==> config.mk <==
export PLATFORM = sky130hd
export DESIGN_NAME = norm_div_arbiter
export DESIGN_NICKNAME = d
export VERILOG_FILES = /design/src/rtl/norm_pkg.sv /design/src/rtl/norm_div_arbiter_rr_pick.sv /design/src/rtl/norm_div_arbiter.sv
export SDC_FILE = /design/constraint.sdc
export NUM_CORES = 1
export LEC_CHECK = 0
export ABC_AREA = 1
export BUFFER_PORTS_ARGS = -buffer_cell sky130_fd_sc_hd__clkbuf_2
export CAP_MARGIN = 5
export CORE_AREA = 4 4 123 125
export CTS_CLUSTER_DIAMETER = 120
export CTS_CLUSTER_SIZE = 30
export DETAILED_ROUTE_END_ITERATION = 16
export DIE_AREA = 0 0 127 129
export PLACE_DENSITY = 0.83
export SLEW_MARGIN = 20
export SYNTH_ARGS = -nofsm -noshare
export SYNTH_HDL_FRONTEND = slang
export SYNTH_SLANG_ARGS = --single-unit
==> constraint.sdc <==
create_clock -name MHz10 -period 2.6 [get_ports MHz10]
set_input_delay 0.13 -clock MHz10 [delete_from_list [all_inputs] [get_ports MHz10]]
set_output_delay 0.13 -clock MHz10 [all_outputs]
set_load 0.02 [all_outputs]
==> src/rtl/norm_pkg.sv <==
// norm_pkg: shared definitions for the divider arbiter slice.
//   state_t  - arbiter FSM states
//   norm_w   - datapath width from the fractional extension S (W = S+8)
//   norm_iw  - requester id width from the requester count N
package norm_pkg;

  typedef enum logic [1:0] {
    IDLE  = 2'd0,
    ISSUE = 2'd1,
    WAIT  = 2'd2,
    RESP  = 2'd3
  } state_t;

  function automatic int norm_w(input int s);
    return s + 8;
  endfunction

  function automatic int norm_iw(input int n);
    return (n > 1) ? $clog2(n) : 1;
  endfunction

endpackage

==> src/rtl/norm_div_arbiter_rr_pick.sv <==
// rr_pick: combinational round-robin priority picker.
//   req       in   N   per-requester request
//   rr_ptr    in   IW  highest-priority requester for this pick
//   grant_vld out  1   at least one request present
//   grant_id  out  IW  first requester with req set, searching upward from rr_ptr, wrapping mod N
module rr_pick
  import norm_pkg::*;
#(
  parameter  int N  = 4,
  localparam int IW = norm_iw(N)
) (
  input  logic [N-1:0]  req,
  input  logic [IW-1:0] rr_ptr,
  output logic          grant_vld,
  output logic [IW-1:0] grant_id
);

  localparam logic [IW:0] N_V = (IW+1)'(N);

  logic [IW:0]   w_sum;
  logic [IW-1:0] w_idx;

  // Walk from the farthest offset down to offset 0 so the requester nearest
  // to rr_ptr is the last one written and therefore wins.
  always_comb begin
    grant_vld = 1'b0;
    grant_id  = '0;
    w_sum     = '0;
    w_idx     = '0;
    for (int i = N - 1; i >= 0; i--) begin
      w_sum = {1'b0, rr_ptr} + (IW+1)'(i);
      if (w_sum >= N_V) begin
        w_sum = w_sum - N_V;
      end
      w_idx = w_sum[IW-1:0];
      if (req[w_idx]) begin
        grant_vld = 1'b1;
        grant_id  = w_idx;
      end
    end
  end

endmodule

==> src/rtl/norm_div_arbiter.sv <==
// norm_div_arbiter: round-robin sequencer sharing one norm_mid non-restoring
// divider between N requesters. Latches the granted requester's operands,
// pulses the divider start, waits for the divide and returns A/Q tagged with
// the requester id.
// Ports:
//   MHz10, nrst (async, active-low), en (global enable, freezes FSM)
//   req[N], a_in/q_in/m_in[N*W] (requester k at [k*W +: W])
//   done[N] one-hot pulse, res_a/res_q[W], res_id[IW], res_err
//   div_en, div_start, div_a/div_q/div_m[W] -> divider
//   div_ready, div_a_o, div_q_o            <- divider
// Optional feature macro: DIV_ZERO_TRAP_EN (M=0 answered locally in 2 cycles
// with res_q all ones and res_err set; the divider is not started).
module norm_div_arbiter
  import norm_pkg::*;
#(
  parameter  int S  = 8,
  parameter  int D  = 8,
  parameter  int N  = 4,
  localparam int W  = norm_w(S),
  localparam int IW = norm_iw(N)
) (
  input  logic            MHz10,
  input  logic            nrst,
  input  logic            en,
  input  logic [N-1:0]    req,
  input  logic [N*W-1:0]  a_in,
  input  logic [N*W-1:0]  q_in,
  input  logic [N*W-1:0]  m_in,
  output logic [N-1:0]    done,
  output logic [W-1:0]    res_a,
  output logic [W-1:0]    res_q,
  output logic [IW-1:0]   res_id,
  output logic            res_err,
  output logic            div_en,
  output logic            div_start,
  output logic [W-1:0]    div_a,
  output logic [W-1:0]    div_q,
  output logic [W-1:0]    div_m,
  input  logic            div_ready,
  input  logic [W-1:0]    div_a_o,
  input  logic [W-1:0]    div_q_o
);

  if (N < 2 || N > 8 || D < 1) begin : g_param_check
    $error("norm_div_arbiter: N must be 2..8 and D at least 1");
  end

  state_t        r_state, w_state_next;
  logic [IW-1:0] r_rr_ptr, r_cur_id, r_res_id;
  logic [W-1:0]  r_div_a, r_div_q, r_div_m;
  logic [W-1:0]  r_res_a, r_res_q;

  logic          w_grant_vld;
  logic [IW-1:0] w_grant_id, w_ptr_next;
  logic [W-1:0]  w_a_arr [N];
  logic [W-1:0]  w_q_arr [N];
  logic [W-1:0]  w_m_arr [N];
  logic [W-1:0]  w_gnt_a, w_gnt_q, w_gnt_m;
  logic          w_grant, w_capture, w_trap_hit, w_trap_pend;

  for (genvar gi = 0; gi < N; gi++) begin : g_unpack
    assign w_a_arr[gi] = a_in[gi*W +: W];
    assign w_q_arr[gi] = q_in[gi*W +: W];
    assign w_m_arr[gi] = m_in[gi*W +: W];
  end

  rr_pick #(.N(N)) u_rr_pick (
    .req       (req),
    .rr_ptr    (r_rr_ptr),
    .grant_vld (w_grant_vld),
    .grant_id  (w_grant_id)
  );

  assign w_gnt_a    = w_a_arr[w_grant_id];
  assign w_gnt_q    = w_q_arr[w_grant_id];
  assign w_gnt_m    = w_m_arr[w_grant_id];
  assign w_ptr_next = (w_grant_id == IW'(N - 1)) ? '0 : w_grant_id + 1'b1;

`ifdef DIV_ZERO_TRAP_EN
  logic r_trap, r_res_err;

  // A zero divisor goes straight to WAIT with r_trap set; WAIT then captures
  // the trap result instead of the divider outputs, giving done two cycles
  // after the grant without ever starting the divider.
  assign w_trap_hit  = (w_gnt_m == '0);
  assign w_trap_pend = r_trap;
  assign res_err     = r_res_err;

  always_ff @(posedge MHz10 or negedge nrst) begin
    if (!nrst) begin
      r_trap    <= 1'b0;
      r_res_err <= 1'b0;
    end else if (en) begin
      if (w_grant) begin
        r_trap <= w_trap_hit;
      end
      if (w_capture) begin
        r_res_err <= r_trap;
      end
    end
  end
`else
  assign w_trap_hit  = 1'b0;
  assign w_trap_pend = 1'b0;
  assign res_err     = 1'b0;
`endif

  assign w_grant   = (r_state == IDLE) && w_grant_vld;
  assign w_capture = (r_state == WAIT) && (div_ready || w_trap_pend);

  always_comb begin
    w_state_next = r_state;
    case (r_state)
      IDLE:    if (w_grant_vld) w_state_next = w_trap_hit ? WAIT : ISSUE;
      ISSUE:   if (div_ready) w_state_next = WAIT;
      WAIT:    if (div_ready || w_trap_pend) w_state_next = RESP;
      RESP:    w_state_next = IDLE;
      default: w_state_next = IDLE;
    endcase
  end

  always_comb begin
    done = '0;
    if (r_state == RESP) begin
      done[r_cur_id] = 1'b1;
    end
  end

  always_ff @(posedge MHz10 or negedge nrst) begin
    if (!nrst) begin
      r_state  <= IDLE;
      r_rr_ptr <= '0;
      r_cur_id <= '0;
      r_div_a  <= '0;
      r_div_q  <= '0;
      r_div_m  <= '0;
      r_res_a  <= '0;
      r_res_q  <= '0;
      r_res_id <= '0;
    end else if (en) begin
      r_state <= w_state_next;
      if (w_grant) begin
        r_div_a  <= w_gnt_a;
        r_div_q  <= w_gnt_q;
        r_div_m  <= w_gnt_m;
        r_cur_id <= w_grant_id;
        r_rr_ptr <= w_ptr_next;
      end
      if (w_capture) begin
        r_res_a  <= w_trap_pend ? r_div_a : div_a_o;
        r_res_q  <= w_trap_pend ? '1 : div_q_o;
        r_res_id <= r_cur_id;
      end
    end
  end

  assign div_en    = en;
  assign div_start = (r_state == ISSUE);
  assign div_a     = r_div_a;
  assign div_q     = r_div_q;
  assign div_m     = r_div_m;
  assign res_a     = r_res_a;
  assign res_q     = r_res_q;
  assign res_id    = r_res_id;

endmodule

# Word-level counts from Yosys, hierarchy flattened
# Index checks and enable logic that the tools add are counted.
[totals]
memories = 0
romBits = 0
out_inout_bits = 89
latchBits = 0
reg_bits = 88
ram_bits = 0
in_bits = 232
word_cells = 80
[op_classes]
mul = 0
reduce_logical = 7
eq_ne = 7
div_mod_pow = 0
addsub = 8
bitwise_logic = 1
n_mux = 37
shifts = 0
order_cmp = 11
[ops]
columns = ["cell", "count"]
rows = [
  ["16-bit binary-select mux with 2-bit select", 3],
  ["16-bit 2-to-1 mux", 6],
  ["2-bit 2-to-1 mux", 12],
  ["2-bit by 3-bit < comparator with 1-bit output (second input constant)", 5],
  ["3-bit >= comparator (second input constant)", 4],
  ["1-bit 2-to-1 mux", 9],
  ["1-bit binary-select mux with 2-bit select", 4],
  ["2-bit one-hot mux with 4 select lines", 1],
  ["2-bit by 1-bit subtractor with 2-bit output (second input constant)", 4],
  ["2-bit by 2-bit adder with 3-bit output (second input constant)", 2],
  ["2-bit equality test (second input constant)", 3],
  ["4-bit 2-to-1 mux", 1],
  ["2-bit inequality test (second input constant)", 2],
  ["2-bit AND reduction", 2],
  ["4-bit AND reduction", 1],
  ["2-bit by 1-bit adder with 3-bit output (second input constant)", 1],
  ["2-bit by 3-bit >= comparator with 1-bit output (second input constant)", 1],
  ["1-bit logical AND", 3],
  ["2-bit inverter with 3-bit output", 1],
  ["2-bit by 1-bit adder with 2-bit output (second input constant)", 1],
  ["1-bit demux with 2-bit select", 1],
  ["2-bit by 1-bit equality test with 1-bit output (second input constant)", 1],
  ["2-bit by 1-bit >= comparator with 1-bit output (second input constant)", 1],
  ["2-bit logical NOT", 1],
  ["2-bit by 1-bit inequality test with 1-bit output (second input constant)", 1],
]

# Depth between registers and ports, before layout
# Gate-level depths: netlist of run 1.
[logic_depth]
depth_word = 13
depth_mapped = 16

# Modules after synthesis
# From an unflattened synthesis of run 1, not the netlist that was laid out.
[unflattened]
cells_unflattened = 909
area_unflattened_um2 = 5657.9
[modules_own_cells]
columns = ["module", "area_per_inst_um2", "n_inst", "cells_each", "seq_area_each_um2"]
rows = [
  ["norm_div_arbiter", 5445.2, 1, 863, 2202.1],
  ["rr_pick", 212.7, 1, 46, 0.0],
]

# Worst setup path before layout of run 1
# No wires, ideal clock.
[synth_path]
path_kind = "register to register"
startpoint = "register r_rr_ptr[0]"
endpoint = "register r_div_a[15], in the netlist div_a[15]"
setup_ns = 0.117
path_buffers = 4
slack_ns = 0.799
synth_period_minus_slack_ns = 1.801
t_arrival_ns = 1.684
path_stages_with_launch = 15
cell_sequence = "dfrtp_1 > buf_6 > buf_6 > xnor2_1 > nand2_1 > nand3_2 > nand2_2 > nand2_1 > buf_2 > buf_2 > nand3_1 > nand3_1 > nand2_1 > nand2_1 > nand2_1"
[synth_between]
elab_chain_cells = 13
[synth_rtl]
columns = ["item", "line_no", "source"]
rows = [
  ["start, declared", "norm_div_arbiter.sv:49", "logic [IW-1:0] r_rr_ptr, r_cur_id, r_res_id;"],
  ["start signal, assigned", "norm_div_arbiter.sv:147", "r_rr_ptr <= w_ptr_next;"],
  ["2-bit by 2-bit adder with 3-bit output", "norm_div_arbiter_rr_pick.sv:31", "w_sum = {1'b0, rr_ptr} + (IW+1)'(i);"],
  ["3-bit >= comparator or 2-bit by 1-bit subtractor with 2-bit output (tied branches)", "norm_div_arbiter_rr_pick.sv:32, norm_div_arbiter_rr_pick.sv:33", ""],
  ["2-bit 2-to-1 mux", "norm_div_arbiter_rr_pick.sv:32", "if (w_sum >= N_V) begin"],
  ["1-bit binary-select mux with 2-bit select", "norm_div_arbiter_rr_pick.sv:36", "if (req[w_idx]) begin"],
  ["1-bit 2-to-1 mux (not written as such)", "norm_div_arbiter_rr_pick.sv:36", ""],
  ["2-bit 2-to-1 mux (4 in series)", "norm_div_arbiter_rr_pick.sv:36", ""],
  ["2-bit inverter with 3-bit output (not written as such)", "norm_div_arbiter.sv:74", "assign w_gnt_a = w_a_arr[w_grant_id];"],
  ["16-bit binary-select mux with 2-bit select", "norm_div_arbiter.sv:74", ""],
  ["16-bit 2-to-1 mux (not written as such) (2 in series)", "norm_div_arbiter.sv:74", ""],
  ["end signal, assigned", "norm_div_arbiter.sv:143", "r_div_a <= w_gnt_a;"],
  ["end, declared", "norm_div_arbiter.sv:50", "logic [W-1:0] r_div_a, r_div_q, r_div_m;"],
]
# Parallel ways exist; a longest one is shown, timed or not. The select of a mux whose other input is x is not followed.
# A chain may end at the register's enable or synchronous reset.

# Worst setup path in the final report of run 1
[layout_path]
startpoint = "register r_rr_ptr[0]"
endpoint = "register r_div_m[1], in the netlist div_m[1]"
[layout_between]
elab_chain_cells = 13
[layout_rtl]
columns = ["item", "line_no", "source"]
rows = [
  ["2-bit by 2-bit adder with 3-bit output", "norm_div_arbiter_rr_pick.sv:31", ""],
  ["3-bit >= comparator or 2-bit by 1-bit subtractor with 2-bit output (tied branches)", "norm_div_arbiter_rr_pick.sv:32, norm_div_arbiter_rr_pick.sv:33", ""],
  ["2-bit 2-to-1 mux", "norm_div_arbiter_rr_pick.sv:32", ""],
  ["1-bit binary-select mux with 2-bit select", "norm_div_arbiter_rr_pick.sv:36", ""],
  ["1-bit 2-to-1 mux (not written as such)", "norm_div_arbiter_rr_pick.sv:36", ""],
  ["2-bit 2-to-1 mux (4 in series)", "norm_div_arbiter_rr_pick.sv:36", ""],
  ["2-bit inverter with 3-bit output (not written as such)", "norm_div_arbiter.sv:76", "assign w_gnt_m = w_m_arr[w_grant_id];"],
  ["16-bit binary-select mux with 2-bit select", "norm_div_arbiter.sv:76", ""],
  ["16-bit 2-to-1 mux (not written as such) (2 in series)", "norm_div_arbiter.sv:76", ""],
  ["end signal, assigned", "norm_div_arbiter.sv:145", "r_div_m <= w_gnt_m;"],
  ["end, declared", "norm_div_arbiter.sv:50", ""],
]
# Parallel ways exist; a longest one is shown, timed or not. The select of a mux whose other input is x is not followed.

==> results of run 1 <==
## state kept, by name, indices dropped and copies added (netlist names)
register,cells
r_rr_ptr,2
div_a,16
div_m,16
res_q,16
r_cur_id,2
r_state,2
div_q,16
res_a,16
res_id,2
## layer usage
metal | routed length, um | part of all wire [%] | global-route usage (%)
met5 | 0 | 0 | 0
met2 | 8610 | 50 | 36.1
met3 | 1160 | 6.8 | 4.11
met4 | 284 | 1.7 | 5.43
met1 | 7050 | 41 | 25.5
## kinds of logic after synthesis
group                      synth area share, %
and+or+nand+nor                           41.0
buffers and inverters                     9.93
DFF                                       39.7
muxes                                     6.50
AOI/OAI and AO/OA                         1.76
adders and majority gates                0.902
other                                   0.0676
xor gates and xnor gates                 0.158
## path summary, 6_finish.rpt
path	startpoint	to	slack, ps	cells after the start
min in group asynchronous	nrst	div_m[9]	430	2
max	r_rr_ptr[0]	div_m[1]	410	14
min	div_a_o[3]	res_a[3]	30	2
max reg2reg	r_rr_ptr[0]	div_m[1]	410	14
min reg2reg	div_m[1]	div_m[1]	480	2
max in group asynchronous	nrst	r_rr_ptr[0]	1600	2
## placed cells by master, fill, tap and decap left out, types with 4 or more instances in the layout
| cell type | Yosys | layout |
|---|---|---|
| o21ai_1 | 6 | 6 |
| inv_1 | 67 | 67 |
| nor2_1 | 72 | 72 |
| mux2_2 | 32 | 32 |
| nand2_2 | 4 | 5 |
| clkbuf_16 | 0 | 9 |
| dfrtp_1 | 88 | 87 |
| nand3_1 | 108 | 108 |
| buf_4 | 12 | 12 |
| ha_1 | 4 | 4 |
| clkbuf_2 | 0 | 318 |
| inv_2 | 5 | 5 |
| or2_2 | 34 | 34 |
| nand2_1 | 304 | 303 |
| o21ai_0 | 4 | 4 |
| a21oi_1 | 5 | 5 |
| nor3_1 | 5 | 5 |
## critical path: cells and delay by family (launching register included)
| family | cells | cell delay (ps) |
|---|---|---|
| simple gates | 11 | 1080 |
| flops | 1 | 540 |
| buf+inv | 2 | 310 |
| compound gates | 1 | 120 |
## cell type report
type	count	area, sq um
clock inverter	7	80.1
timing repair buffer	334	1740
multi-input combinational	589	2800
clock buffer	9	225
inverter	73	277
sequential	88	2200
tap	180	225
fill	1329	6330
## what timing repair did
item	in CTS	in global routing
gates resized for setup	0	1
endpoints found under the setup margin	0	3
hold endpoints to repair	0	88
setup buffers	0	0
hold buffers	0	1
## power by group through the flow
stage | clock network (W) | registers, W | logic, W
2_1_floorplan | 0 | 0.00318 | 0.00390
3_3_place_gp | 0 | 0.00245 | 0.00628
3_5_place_dp | 0 | 0.00245 | 0.00636
4_1_cts | 0.00134 | 0.00245 | 0.00636
5_1_grt | 0.00142 | 0.00254 | 0.00704
6_report | 0.00131 | 0.00245 | 0.00630
## metrics by stage
step	worst slack (ps)	hold slack, ps	instances
after detailed placement	241	366	1263
final	405	25.4	1280
after CTS	229	14.1	1279
after floorplan	799	-166	795
after global routing	162	14.1	1280
after global placement	284	363	1263
==> flow_metrics.tcl, run 1 <==
set metrics [dict create \
    clk_pin_slew_worst_paths_ps 70 \
    grt_usage_pct 20.4 \
    p_switching_w 0.00502 \
    synth-edff-count 0 \
    synth_top_area_share_pct 39.7 \
    cp_cell_sequence "nand2_1 > o21ai_1 > nand2_1 > nand2_1 > inv_2 > nand2_2 > nand2_1 > nand2_2 > buf_12 > nand2_1 > nand3_1 > nand2_1 > nand2_1 > nand2_1" \
    end_kind "flip-flop" \
    cp_max_fo 50 \
    worstPathRequired_ps 2830 \
    irDropWorstVdd_mv 0.997 \
    synth_most_common_cell "nand2_1" \
    hold_viol_final 0 \
    dpl_cell_area_sq_um 7230 \
    clockBufferDepth 2 \
    intPower_w 0.00504 \
    grt_max_degree 89 \
    synthesis.nets 1031 \
    slew_violations 0 \
    drt-initial-drc-count 274 \
    switching_share_pct 49.9 \
    drc 0 \
    vias 5988 \
    critical_path.most_common_cell "nand2_1" \
    avgSynthCellArea_sq_um 6.98 \
    fmax_mhz 456 \
    clock_latency_ps 330 \
    ys_seq_area_share_pct 39.7 \
    p_clk_share_pct 13.0 \
    start_util_pct 40.0 \
    setup_viol 0 \
    grt_pass1_wl_um 27300 \
    postSynthCellCount 795 \
    maxCapViolCount 0 \
    yosys-top-cells-area "dfrtp_1 (40%), nand2_1 (21%), nand3_1 (9.7%)" \
    overflow 0 \
    wl_per_cell_um 13.4 \
    period_share_pct 84.4 \
    syn_area_sq_um 5550 \
    grt_pass1_vias 5830 \
    crit_arrival_ps 2420 \
    status "finished, final reports clean" \
    pwr-share-seq_pct 24.3 \
    ys_types 27 \
    synth_flop_cell "dfrtp_1" \
    routed_wl_um 17100 \
    dr.pass1.iters 5 \
    cts_tree "built" \
    core_sq_um 13900 \
    final.setup.tns_ps 0 \
    antenna_found_initial 0 \
    slowest_delay_ps 540 \
    synthArstFlopShare_pct 100 \
    yosys.area.top_type "dfrtp_1" \
    portBuffers 319 \
    drive_gt1_share_pct 39.4 \
    nets 1331 \
    p_comb_share_pct 62.6 \
    cts_sinks 88 \
    fin_worst_skew_ps 3.67 \
    synth_common_cells "nand2_1 (304), nand3_1 (108), dfrtp_1 (88)" \
    crit_type "flip-flop to flip-flop" \
    cts_made_buffers 9 \
    cts_max_level 3 \
    clockRootBuffer "clkbuf_16" \
    fin_util_pct 54.4 \
    power_w 0.0101 \
    cellLeakagePower_nw 4.51 \
    num_rows 43 \
    tightest_slew_ps 779 \
    fin_crit_ps 2190 \
    dieHeight_um 129 \
    die_w_um 127 \
    diodes 0 \
    io_pins 321 \
    detail-route-antenna-nets 0 \
    critPathLaunchType "flip-flop" \
    rsz0062_at_grt "no" \
    final_area_sq_um 7550 \
    synth_seq_cells 88 \
    fp.dieArea_sq_um 16400 \
    vias_per_cell 4.68 \
    place.gp.congestion 0.965 \
    p_per_area_nw_per_um2 1330 \
    slew_headroom_pct 48.1 \
    min_path_type "primary input to flip-flop" \
    crit_slowest_cell "dfrtp_2" \
    yosys_warnings 0 \
    place_hpwl_um 13500 \
    area_delta_synth_final_pct 36.2 \
]
(Power assumes the default switching activity.)
==> run 2, diff against run 1 <==
--- a/config.mk
+++ b/config.mk
@@ -8,12 +8,12 @@
 export ABC_AREA = 1
 export BUFFER_PORTS_ARGS = -buffer_cell sky130_fd_sc_hd__clkbuf_2
 export CAP_MARGIN = 5
-export CORE_AREA = 4 4 123 125
+export CORE_MARGIN = 4
+export CORE_UTILIZATION = 40
 export CTS_CLUSTER_DIAMETER = 120
 export CTS_CLUSTER_SIZE = 30
 export DETAILED_ROUTE_END_ITERATION = 16
-export DIE_AREA = 0 0 127 129
-export PLACE_DENSITY = 0.83
+export PLACE_DENSITY = 0.87
 export SLEW_MARGIN = 20
 export SYNTH_ARGS = -nofsm -noshare
 export SYNTH_HDL_FRONTEND = slang
==> constraint.sdc (replaced) <==
create_clock -name MHz10 -period 1.9 [get_ports MHz10]
set_input_delay 0.095 -clock MHz10 [delete_from_list [all_inputs] [get_ports MHz10]]
set_output_delay 0.095 -clock MHz10 [all_outputs]
set_load 0.02 [all_outputs]
==> run 2 against run 1 <==
The flow now finishes with violations (setup timing). Global-route usage grew 2.7 points. Routed wire length grew 19%. Final area grew 16%. Non-clock buffer count grew 71. Utilization grew 11 points. Clock skew grew 5.5 ps. Critical endpoint is now div_a[1]. Critical path depth is the same. Combinational power grew 89%. Final cell count grew 5.3%. Via count grew 11%.
==> flow_metrics.tcl, run 2 (synthesized netlist as in run 1, its figures left out) <==
set metrics [dict create \
    crit_type "flip-flop to flip-flop" \
    min_path_type "primary input to flip-flop" \
    overflow 0 \
    num_rows 42 \
    cp_cell_sequence "buf_4 > nand2_1 > nand3_2 > nand2_2 > nand3_4 > nand2_4 > nand2_4 > nand2_8 > buf_12 > clkbuf_16 > nand2_2 > nand3_2 > nand2_1 > nor2_1" \
    status "complete, but fails checks" \
    die_w_um 126 \
    rsz0062_at_grt "yes" \
    cellLeakagePower_nw 5.03 \
    tightest_slew_ps 566 \
    maxCapViolCount 0 \
    detail-route-antenna-nets 0 \
    final_cell_mix "clkbuf_2 (318), nand2_1 (259), nand3_1 (97)" \
    area_delta_synth_final_pct 57.9 \
    path_buf_inv 3 \
    wl_per_cell_um 15.1 \
    start_util_pct 41.4 \
    vias_per_cell 4.92 \
    cp_top_family "simple AND/OR/NAND/NOR gates" \
    drive_gt1_share_pct 46.0 \
    pre_cts_slack_ps -92.5 \
    dr.pass1.iters 5 \
    grt_pass1_vias 6359 \
    fillerInstances 1102 \
    grt_usage_pct 23.1 \
    hold_viol_final 0 \
    failed_checks "setup timing" \
    clockRootBuffer "clkbuf_16" \
    clockBufferDepth 2 \
    clk_pin_slew_worst_paths_ps 70 \
    drt-initial-drc-count 349 \
    period_share_pct 103 \
    drc 0 \
    fin_ws_ps -59.7 \
    fmax_mhz 510 \
    irDropWorstVdd_mv 1.40 \
    fp.dieArea_sq_um 15800 \
    p_per_area_nw_per_um2 1950 \
    cts_tree "built" \
    portBuffers 319 \
    fin_util_pct 65.4 \
    crit_slowest_cell "dfrtp_1" \
    vias 6638 \
    core_sq_um 13400 \
    power_w 0.0170 \
    mostFrequentLayoutCell "clkbuf_2" \
    place_hpwl_um 14200 \
    final.setup.tns_ps -788 \
    grt_pass1_wl_um 30000 \
    io_pins 321 \
    nets 1402 \
    dieHeight_um 126 \
    routed_wl_um 20300 \
    antenna_found_initial 1 \
    end_kind "flip-flop" \
    fin_worst_skew_ps 9.21 \
    fin_crit_ps 1960 \
    clock_latency_ps 340 \
    cts_made_buffers 9 \
    slew_violations 0 \
    worstPathRequired_ps 2170 \
    crit_arrival_ps 2230 \
    critPathLaunchType "flip-flop" \
    dpl_cell_area_sq_um 7520 \
    slowest_delay_ps 420 \
    slew_headroom_pct 62.3 \
    grt_max_degree 48 \
    cts_sinks 88 \
    cts_max_level 3 \
    place.gp.congestion 0.888 \
    cp_max_fo 6 \
    setup_viol 29 \
    final_area_sq_um 8760 \
]
run 2: cell count changes in the layout (fill, tap and decap cells not counted), sizes merged, moves of 2 or more:
cell | before | now
buf | 15 | 49
dlygate4sd3 | 1 | 31
clkbuf | 327 | 334
inv | 74 | 77
clkinvlp | 2 | 0
run 2: stage by stage:
stage,hold slack [ps],cells
2_1_floorplan,-201,795
3_3_place_gp,121,1283
3_5_place_dp,128,1283
4_1_cts,3.96,1332
5_1_grt,4.68,1348
6_report,13.2,1348
run 2: final cells by class:
| type | instances | area, sq um | share of cell area (%) |
|---|---|---|---|
| Tap cell | 176 | 220 | 2.51 |
| Antenna cell | 1 | 2.50 | 0.0286 |
| Multi-Input combinational cell | 589 | 3080 | 35.2 |
| Inverter | 73 | 284 | 3.24 |
| Clock inverter | 7 | 71.3 | 0.814 |
| Sequential cell | 88 | 2200 | 25.2 |
| Timing Repair Buffer | 405 | 2670 | 30.5 |
| Clock buffer | 9 | 225 | 2.57 |
run 2: worst register-to-register path, stage by stage (launching register included):
cell,delay (ps)
dfrtp_1,420
buf_4,170
nand2_1,90
nand3_2,110
nand2_2,100
nand3_4,110
nand2_4,110
nand2_4,80
nand2_8,120
buf_12,150
clkbuf_16,160
nand2_2,50
nand3_2,60
nand2_1,50
nor2_1,100
run 2: path summary, 6_finish.rpt:
kind / startpoint / to / slack (ps) / depth (start not counted)
max: r_rr_ptr[0] / div_a[1] / -60 / 14
min: div_q_o[7] / res_q[7] / 10 / 2
max reg2reg: r_rr_ptr[0] / div_a[1] / -60 / 14
min reg2reg: div_a[15] / div_a[15] / 480 / 2
max in group asynchronous: nrst / res_id[0] / 970 / 3
min in group asynchronous: nrst / div_m[7] / 290 / 2
run 2: where the power goes:
group	internal [W]	total (W)	switching (W)	leakage, nW
logic	0.00505	0.0119	0.00686	3.85
registers	0.00282	0.00337	0.000550	1.04
clock network	0.000931	0.00176	0.000826	0.147
total	0.00880	0.0170	0.00824	5.03
run 2: metal layers:
layer / vias up / share of wire [%] / track usage [%]
met5: - / 0 / 0
li1: 3200 / - / -
met4: 0 / 3.5 / 8.96
met1: 3041 / 38 / 28.2
met3: 61 / 8.5 / 4.36
met2: 336 / 50 / 40.3
run 2: timing repair:
item	CTS	global route
setup buffers	1	5
hold buffers	31	0
pin swaps	0	53
resized for setup	9	90
setup endpoints to repair	37	51
endpoints found under the hold margin	71	0
cloned	1	10
==> run 3, diff against run 2 <==
--- a/config.mk
+++ b/config.mk
@@ -8,12 +8,12 @@
 export ABC_AREA = 1
 export BUFFER_PORTS_ARGS = -buffer_cell sky130_fd_sc_hd__clkbuf_2
 export CAP_MARGIN = 5
-export CORE_MARGIN = 4
-export CORE_UTILIZATION = 40
+export CORE_AREA = 2 2 125 127
 export CTS_CLUSTER_DIAMETER = 120
 export CTS_CLUSTER_SIZE = 30
 export DETAILED_ROUTE_END_ITERATION = 16
-export PLACE_DENSITY = 0.87
+export DIE_AREA = 0 0 127 129
+export PLACE_DENSITY = 0.82
 export SLEW_MARGIN = 20
 export SYNTH_ARGS = -nofsm -noshare
 export SYNTH_HDL_FRONTEND = slang
==> run 3 against run 2 <==
The flow still finishes with violations (setup timing). Global-route usage fell by 0.64 points. Hold slack improved by 2.9 ps. Critical path depth is 1 higher. First-iteration DRC count is 16% lower. Combinational power barely moved. Sequential share of layout area about the same. Clock skew shrank 1.5 ps. Flip-flop and latch count stayed put. Via count shrank 0.11%. Final cell count rose by 0.82%. Sequential power about the same. Non-clock buffer count fell by 1. Critical path type unchanged. Critical endpoint is now div_a[14].
==> flow_metrics.tcl, run 3 (synthesized netlist as in run 1, its figures left out) <==
set metrics [dict create \
    cts_sinks 88 \
    final.setup.tns_ps -3030 \
    critPathLaunchType "flip-flop" \
    crit_arrival_ps 2240 \
    final_cell_mix "clkbuf_2 (318), nand2_1 (276), nand3_1 (99)" \
    dr.pass1.iters 5 \
    mostFrequentLayoutCell "clkbuf_2" \
    fin_crit_ps 2000 \
    fmax_mhz 500 \
    vias_per_cell 4.88 \
    place.gp.congestion 0.886 \
    dpl_cell_area_sq_um 7550 \
    fp.dieArea_sq_um 16400 \
    cellLeakagePower_nw 5.01 \
    fillerInstances 1330 \
    antenna_found_initial 1 \
    setup_viol 49 \
    portBuffers 319 \
    crit_type "flip-flop to flip-flop" \
    clockBufferDepth 2 \
    worstPathRequired_ps 2140 \
    drc 0 \
    place_hpwl_um 13600 \
    maxCapViolCount 0 \
    area_delta_synth_final_pct 58.2 \
    grt_pass1_wl_um 29100 \
    multi_input_area_sq_um 3060 \
    fin_ws_ps -99.3 \
    drt-initial-drc-count 293 \
    failed_checks "setup timing" \
    num_rows 45 \
    slew_violations 0 \
    clk_pin_slew_worst_paths_ps 70 \
    vias 6631 \
    cts_tree "built" \
    nets 1401 \
    cp_max_fo 8 \
    clockRootBuffer "clkbuf_16" \
    period_share_pct 105 \
    grt_max_degree 52 \
    start_util_pct 37.0 \
    cts_made_buffers 9 \
    seqCellArea_sq_um 2200 \
    dieHeight_um 129 \
    end_kind "flip-flop" \
    final_area_sq_um 8770 \
    irDropWorstVdd_mv 1.16 \
    min_path_type "primary input to flip-flop" \
    grt_pass1_vias 6177 \
    core_sq_um 15000 \
    overflow 0 \
    fin_worst_skew_ps 7.69 \
    hold_viol_final 0 \
    slew_headroom_pct 66.6 \
    grt_usage_pct 22.4 \
    rsz0062_at_grt "yes" \
    cts_max_level 3 \
    detail-route-antenna-nets 0 \
    die_w_um 127 \
    status "complete, but fails checks" \
    io_pins 321 \
    wl_per_cell_um 14.2 \
    p_per_area_nw_per_um2 1910 \
    routed_wl_um 19300 \
    clock_latency_ps 340 \
    drive_gt1_share_pct 46.0 \
    tightest_slew_ps 500 \
]
run 3: cell types whose count changed in the layout (fill, tap and decap cells not counted), sizes merged:
cell      change
buf           +1
clkinvlp      +2
clkinv        -1
inv           -3
bufbuf        +1
bufinv        +1
clkbuf        -2
run 3: routing by layer:
layer / part of all wire, % / GRT usage [%]
met1: 38 / 26.3
met2: 51 / 40.1
met3: 7.3 / 4.16
met4: 3.1 / 10.1
met5: 0 / 0
run 3: cell type report:
class	instances	area share [%]
Timing Repair Buffer	404	30.6
Inverter	73	3.24
Sequential cell	88	25.1
Clock buffer	10	2.72
Antenna cell	1	0.0285
Clock inverter	6	0.770
Multi-Input combinational cell	589	34.9
Tap cell	188	2.68
run 3: report_power, final:
group | internal (W) | switching, W
clock | 0.00106 | 0.000765
combinational | 0.00499 | 0.00659
sequential | 0.00282 | 0.000537
total | 0.00887 | 0.00789
run 3: stage by stage:
step,hold slack (ps),total power [W],worst slack (ps),util (%),instances
6_report,16.1,0.0168,-99.3,58.6,1359
5_1_grt,10.7,0.0180,-229,58.6,1359
4_1_cts,4.40,0.0155,-80.6,56.3,1351
3_5_place_dp,94.9,0.0128,-215,50.4,1293
3_3_place_gp,95.0,0.0126,-140,50.4,1293
2_1_floorplan,-201,0.00968,99.4,-,795
run 3: path summary, 6_finish.rpt:
path | start | slack [ps] | end | depth (start not counted)
worst max-delay path | r_rr_ptr[0] | -100 | div_a[14] | 15
worst min-delay path | div_q_o[6] | 20 | res_q[6] | 2
worst max register to register | r_rr_ptr[0] | -100 | div_a[14] | 15
worst min register to register | div_m[6] | 480 | div_m[6] | 2
max in group asynchronous | nrst | 990 | div_a[0] | 3
min in group asynchronous | nrst | 270 | div_m[15] | 2
run 3: repair_timing:
action	4_1_cts	5_1_grt
hold buffers	31	0
hold endpoints to repair	67	0
setup endpoints to repair	52	52
gates resized for setup	38	62
pin swaps	7	41
cloned	2	4
buffers inserted	9	3
run 3: critical path, cell delays in order, from the launching register on:
cell	delay, ps
dfrtp_2	450
buf_6	150
nand2_2	60
o21ai_2	60
nand2_1	110
nand2_1	80
inv_2	130
nand2_4	80
nand2_4	110
nand2_8	80
buf_12	160
clkbuf_16	160
nand2_1	60
nand2_1	50
nor2_1	80
nor2_1	50
